File: src/rtl/store_queue_unit.sv
// ---------------------------------------------------------------------------
// store_queue_unit
//
// Store path between the execute stage and data memory. Each accepted store
// is formatted onto byte lanes with matching byte strobes, buffered in a
// DEPTH-entry FIFO, and drained to memory over a valid/ready port. This lets
// the core keep issuing stores while memory is stalling writes.
//
// Parameters
//   XLEN   data/address width, 32 or 64
//   DEPTH  FIFO entries, power of two, >= 2
//
// Ports
//   clk            clock, all state updates on the rising edge
//   rst            asynchronous active-high reset, empties the queue
//   req_valid      store request present
//   req_ready      queue can take a request (count < DEPTH)
//   req_addr       store byte address
//   req_data       rs2 value, operand in the LSBs
//   store_control  00 SB, 01 SH, 10 SW, 11 SD (SD legal only when XLEN=64)
//   mem_valid      head entry valid
//   mem_ready      memory takes the head entry this edge
//   mem_addr       head address with the byte-offset bits cleared
//   mem_wdata      head write data, operand replicated across lanes
//   mem_wstrb      head byte enables
//   store_err      one-cycle pulse after an accepted request was dropped
//   count          number of occupied entries
//
// Build option
//   MISALIGN_TRAP_EN  when defined, misaligned SH/SW/SD requests are accepted
//                     but dropped with a store_err pulse. When undefined they
//                     are silently force-aligned to their access size.
// ---------------------------------------------------------------------------
module store_queue_unit #(
  parameter int XLEN  = 32,
  parameter int DEPTH = 4
) (
  input  logic                    clk,
  input  logic                    rst,
  input  logic                    req_valid,
  output logic                    req_ready,
  input  logic [XLEN-1:0]         req_addr,
  input  logic [XLEN-1:0]         req_data,
  input  logic [1:0]              store_control,
  output logic                    mem_valid,
  input  logic                    mem_ready,
  output logic [XLEN-1:0]         mem_addr,
  output logic [XLEN-1:0]         mem_wdata,
  output logic [XLEN/8-1:0]       mem_wstrb,
  output logic                    store_err,
  output logic [$clog2(DEPTH):0]  count
);

  localparam int STRB_W = XLEN / 8;
  localparam int OFF_W  = $clog2(STRB_W);
  localparam int PTR_W  = $clog2(DEPTH);
  localparam int CNT_W  = PTR_W + 1;

  // FIFO storage, deliberately not reset: only entries between the pointers
  // are ever observed.
  logic [XLEN-1:0]   r_qAddr [DEPTH];
  logic [XLEN-1:0]   r_qData [DEPTH];
  logic [STRB_W-1:0] r_qStrb [DEPTH];

  logic [PTR_W-1:0]  r_wrPtr;
  logic [PTR_W-1:0]  r_rdPtr;
  logic [CNT_W-1:0]  r_count;
  logic              r_err;

  // Registered copy of the head entry driving the memory port.
  logic [XLEN-1:0]   r_headAddr;
  logic [XLEN-1:0]   r_headData;
  logic [STRB_W-1:0] r_headStrb;

  logic [OFF_W-1:0]  w_off;
  logic [XLEN-1:0]   w_alignAddr;
  logic [XLEN-1:0]   w_fmtData;
  logic [STRB_W-1:0] w_fmtStrb;
  logic              w_illegal;
  logic              w_misalign;
  logic              w_accept;
  logic              w_drop;
  logic              w_enq;
  logic              w_deq;
  logic [PTR_W-1:0]  w_wrNxt;
  logic [PTR_W-1:0]  w_rdNxt;
  logic [CNT_W-1:0]  w_cntNxt;

  assign w_off       = req_addr[OFF_W-1:0];
  assign w_alignAddr = {req_addr[XLEN-1:OFF_W], {OFF_W{1'b0}}};

  // Lane formatting. Masking the offset with the access size aligns the
  // strobe pattern; on XLEN=32 the word mask clears every offset bit.
  always_comb begin
    w_fmtData = '0;
    w_fmtStrb = '0;
    w_illegal = 1'b0;
    case (store_control)
      2'b00: begin
        w_fmtData = {STRB_W{req_data[7:0]}};
        w_fmtStrb = STRB_W'(1) << w_off;
      end
      2'b01: begin
        w_fmtData = {(XLEN/16){req_data[15:0]}};
        w_fmtStrb = STRB_W'(3) << (w_off & ~OFF_W'(1));
      end
      2'b10: begin
        w_fmtData = {(XLEN/32){req_data[31:0]}};
        w_fmtStrb = STRB_W'(15) << (w_off & ~OFF_W'(3));
      end
      default: begin
        w_fmtData = req_data;
        w_fmtStrb = '1;
        w_illegal = (XLEN == 32);
      end
    endcase
  end

`ifdef MISALIGN_TRAP_EN
  // Any offset bit below the access size makes the request misaligned.
  always_comb begin
    w_misalign = 1'b0;
    case (store_control)
      2'b01:   w_misalign = w_off[0];
      2'b10:   w_misalign = ((w_off & OFF_W'(3)) != '0);
      2'b11:   w_misalign = (w_off != '0);
      default: w_misalign = 1'b0;
    endcase
  end
`else
  assign w_misalign = 1'b0;
`endif

  // req_ready looks only at the registered count, so a dequeue while full
  // frees the slot one cycle later rather than through a mem_ready path.
  assign req_ready = (r_count < CNT_W'(DEPTH));
  assign w_accept  = req_valid && req_ready;
  assign w_drop    = w_illegal || w_misalign;
  assign w_enq     = w_accept && !w_drop;
  assign w_deq     = (r_count != '0) && mem_ready;

  assign w_wrNxt   = w_enq ? r_wrPtr + PTR_W'(1) : r_wrPtr;
  assign w_rdNxt   = w_deq ? r_rdPtr + PTR_W'(1) : r_rdPtr;

  always_comb begin
    w_cntNxt = r_count;
    case ({w_enq, w_deq})
      2'b10:   w_cntNxt = r_count + CNT_W'(1);
      2'b01:   w_cntNxt = r_count - CNT_W'(1);
      default: w_cntNxt = r_count;
    endcase
  end

  // Entry write; the full check in req_ready keeps this from overwriting
  // a live entry.
  always_ff @(posedge clk) begin
    if (w_enq) begin
      r_qAddr[r_wrPtr] <= w_alignAddr;
      r_qData[r_wrPtr] <= w_fmtData;
      r_qStrb[r_wrPtr] <= w_fmtStrb;
    end
  end

  // Pointers, occupancy and the drop pulse.
  always_ff @(posedge clk or posedge rst) begin
    if (rst) begin
      r_wrPtr <= '0;
      r_rdPtr <= '0;
      r_count <= '0;
      r_err   <= 1'b0;
    end else begin
      r_wrPtr <= w_wrNxt;
      r_rdPtr <= w_rdNxt;
      r_count <= w_cntNxt;
      r_err   <= w_accept && w_drop;
    end
  end

  // Head register tracks the entry at the next read pointer. When the queue
  // is about to be empty apart from the store being written this edge, that
  // store bypasses the array so it appears on mem_* one edge after accept.
  // With no dequeue the selected entry is unchanged, which keeps mem_* stable
  // during a stall.
  always_ff @(posedge clk or posedge rst) begin
    if (rst) begin
      r_headAddr <= '0;
      r_headData <= '0;
      r_headStrb <= '0;
    end else if (w_cntNxt != '0) begin
      if (w_enq && (r_wrPtr == w_rdNxt)) begin
        r_headAddr <= w_alignAddr;
        r_headData <= w_fmtData;
        r_headStrb <= w_fmtStrb;
      end else begin
        r_headAddr <= r_qAddr[w_rdNxt];
        r_headData <= r_qData[w_rdNxt];
        r_headStrb <= r_qStrb[w_rdNxt];
      end
    end
  end

  assign mem_valid = (r_count != '0);
  assign mem_addr  = r_headAddr;
  assign mem_wdata = r_headData;
  assign mem_wstrb = r_headStrb;
  assign store_err = r_err;
  assign count     = r_count;

endmodule

File: config.mk
export PLATFORM = sky130hd
export DESIGN_NAME = store_queue_unit
export DESIGN_NICKNAME = d
export VERILOG_FILES = /design/src/rtl/store_queue_unit.sv
export SDC_FILE = /design/constraint.sdc
export NUM_CORES = 1
export LEC_CHECK = 0
export ABC_AREA = 0
export ABC_CLOCK_PERIOD_IN_PS = 4700
export CAP_MARGIN = 20
export CELL_PAD_IN_SITES_DETAIL_PLACEMENT = 1
export CELL_PAD_IN_SITES_GLOBAL_PLACEMENT = 1
export CORE_MARGIN = 4
export CORE_UTILIZATION = 47
export CTS_BUF_LIST = sky130_fd_sc_hd__clkbuf_16
export CTS_CLUSTER_SIZE = 28
export DETAILED_ROUTE_END_ITERATION = 16
export GPL_ROUTABILITY_DRIVEN = 0
export PLACE_DENSITY = 0.85
export SLEW_MARGIN = 40
export SYNTH_ARGS = -nofsm -noshare
export SYNTH_HDL_FRONTEND = slang
export SYNTH_SLANG_ARGS = --single-unit
export TNS_END_PERCENT = 10
File: constraint.sdc
create_clock -name clk -period 4.7 [get_ports clk]
set_input_delay 0.94 -clock clk [delete_from_list [all_inputs] [get_ports clk]]
set_output_delay 0.94 -clock clk [all_outputs]
set_load 0.005 [all_outputs]
==> flow_summary_export.csv <==
group,metric,value,unit
synthesis,synth_top_area_cell,"edfxtp_1",
synthesis,ys_top_cells_by_count,"356 x nand2_1, 264 x edfxtp_1, 114 x clkbuf_1",
critical_path,reg2reg_to,"mem_wstrb[2]",
critical_path,critPathKind,"primary input to register",
routing,vias,13300,
timing,hold-worst-slack,478,ps
routing,viasPerCell,6.52,
placement,io_buffers,141,
critical_path,cp.buffers_inverters,4,
timing,tns,0,ps
clocking,clk_path_buf_depth,3,
routing,dr.max_layer_used,"met5",
clocking,cts_resized,0,
grt,grt_util_all_layers,26.1,%
critical_path,cpPeakStageDelay,660,ps
floorplanning,coreArea,34900,um2
synthesis,synth_top_cell_area_share,47.3,%
critical_path,reg2regPathDepth,12,
placement,placed_area,18500,um2
synthesis,synthesis.area,16800,um2
placement,post-dp-hpwl,29.2,mm
synthesis,ys_seq_elements,338,
timing,timing.final.crit_share,79.6,%
clocking,ctsHoldBuffers,0,
grt,antenna_found_initial,2,
timing,fin_skew,12.9,ps
power,peakVddDrop,0.436,mV
critical_path,worstPathRequired,5120,ps
hold_path,holdPathStages,2,
run_status,outcome,"completed",
hold_path,hp-start,"mem_addr[9]",
routing,ant_nets,0,
timing,fin_crit,3740,ps
synthesis,synth_edf_count,264,
synthesis,syn_inst,1488,
grt,first_global_vias,14300,
clocking,clkTransAtPathRegs,60,ps
critical_path,worstPathArrival,4160,ps
routing,wire_per_inst,25.6,um
routing,wl,52.1,mm
critical_path,r2r_slack,1220,ps
clocking,cts_buffers,38,
critical_path,cp-end-kind,"register",
job,max_cap_viol_count,0,
floorplanning,die_area,38800,um2
grt,grt_pass1_wl,80.7,mm
clocking,post_cts_buffers,0,
routing,first_pass_iters,5,
timing,drv_slew,0,
timing,rsz0062_at_grt,"false",
timing,worst_pin_slew,852,ps
synthesis,ys_seq_area_share,58.3,%
critical_path,crit_family,"buffers and inverters",
critical_path,cp_max_fo,70,
final_layout,syn2layout_area_growth,18.2,%
critical_path,cpMaxStageDelayCell,"nor4_2",
routing,routed-wl-met2,26.1,mm
final_layout,fin_area,19800,um2
synthesis,async_flop_share,21.9,%
synthesis,syn-mean-instance-area,11.3,um2
routing,wl_met3,3.64,mm
synthesis,yosys_warnings,0,
timing,fmax,267,MHz
hold_path,min_to,"mem_addr[9]",
floorplanning,die_w,197,um
synthesis,synth_most_common_cell,"nand2_1",
clocking,clock-sinks,338,
final_layout,drive_gt1_share,7.59,%
floorplanning,rows,68,
critical_path,crit_path_frequent_cell,"inv_1",
power,p_leak,7.12,nW
timing,setup_viol,0,
timing,hold_viol_final,0,
synthesis,synthFlopType,"edfxtp_1",
timing,slew_headroom,42.6,%
clocking,cts_tree,"built",
synthesis,yosysUniqueCellTypes,39,
floorplanning,die_h,197,um
clocking,cts_htree_levels,2,
power,power.density,651,nW/um2
grt,grt_max_degree,215,
clocking,root_buffer,"clkbuf_16",
critical_path,start_kind,"primary input",
routing,route.detailed.drc,0,
clocking,clock_latency,530,ps
synthesis,synth_area_leaders,"edfxtp_1 47%, dfrtp_1 11%, nand2_1 8.0%, mux2i_1 5.6%, a311oi_1 5.3%",
critical_path,crit_path_cell_trace,"clkdlybuf4s50_1 -> nand2b_1 -> a21oi_1 -> inv_1 -> ha_1 -> inv_1 -> fa_1 -> xor2_1 -> nor3_1 -> nor4_2 -> buf_12 -> nand2_1 -> o31ai_1",
routing,drtIter0Drc,1427,
floorplanning,start_util,48.1,%
floorplanning,num_io_pins,144,
critical_path,reg2reg_from,"count[2]",
final_layout,nets,1628,
final_layout,n_antenna_cell,0,
hold_path,hold_class,"register to register",
routing,met1Wirelength,21.3,mm
grt,grt_overflow_total,0,
==> kinds of logic after synthesis <==
logic type	count (synthesis)	share of synthesized area [%]
AND/OR/NAND/NOR	519	13.0
AO/OA/AOI/OAI	347	17.3
flip-flops	338	58.3
buffers and inverters	161	3.89
multiplexers	110	6.69
adder cells (fa/ha/maj)	6	0.492
XOR/XNOR	6	0.313
other	1	0.0224
==> cell type report <==
class	instances	area, um2
fillers	3580	15100
clock buffers	39	976
repair buffers	174	1770
clock inverters	30	295
well taps	455	569
flip-flops and latches	338	9790
inverters	10	45.0
multi-input cells	990	6370
==> how the worst max path moves through the flow <==
stage | startpoint | cells after the start | to | slack [ps]
global route | req_valid | 13 | mem_wdata[25] | 700
finish | req_valid | 13 | mem_wstrb[2] | 960
global placement | req_valid | 12 | mem_wdata[0] | 850
CTS | req_valid | 13 | mem_wstrb[2] | 1000
detailed placement | req_valid | 13 | mem_wdata[3] | 660
floorplan | mem_ready | 14 | mem_wdata[0] | 510
==> sequential cells by signal (all words and copies together), names as in the netlist <==
register / flops
count: 3
r_wrPtr: 2
store_err: 1
r_rdPtr: 2
r_qAddr: 120
mem_wdata: 32
mem_wstrb: 4
r_qData: 128
mem_addr: 30
r_qStrb: 16
==> layout by cell type (no fill, tap or decap), types with 65 or more instances in the layout <==
cell / instances
o31ai_1: 66
a311oi_1: 102
mux2i_1: 94
edfxtp_1: 264
dfrtp_1: 69
nand2_1: 356
o311a_1: 65
a211oi_1: 94
nor2_1: 69
clkdlybuf4s50_1: 140
==> per-stage QoR <==
stage	setup slack (ps)	util (%)	std cells	power, mW
2_1_floorplan	505	-	1489	7.72
3_3_place_gp	850	53.1	1966	9.50
3_5_place_dp	659	53.1	1966	9.80
4_1_cts	1000	56.7	2035	12.9
5_1_grt	702	56.8	2036	13.6
6_report	960	56.8	2036	12.9
==> per-layer routing <==
metal  vias up  track usage, %
met5         -               0
met4         4            7.88
met3        90            4.62
met2       543            45.2
met1      6846            33.8
li1       5800               -
==> worst reg2reg max path: cells and delay by family, from the launching register on <==
family          cells  cell delay [ps]
simple gates        4             1130
buf+inv             3              570
compound gates      2              530
flops               1              490
fa+ha+maj           2              440
xor+xnor            1              230
==> report_power, final <==
group	leakage, nW	switching (mW)	internal, mW
logic	3.20	3.23	2.17
registers	3.28	0.519	3.94
clock network	0.644	1.21	1.84
total	7.12	4.96	7.95
No activity file was read; power rests on OpenSTA's default activity.
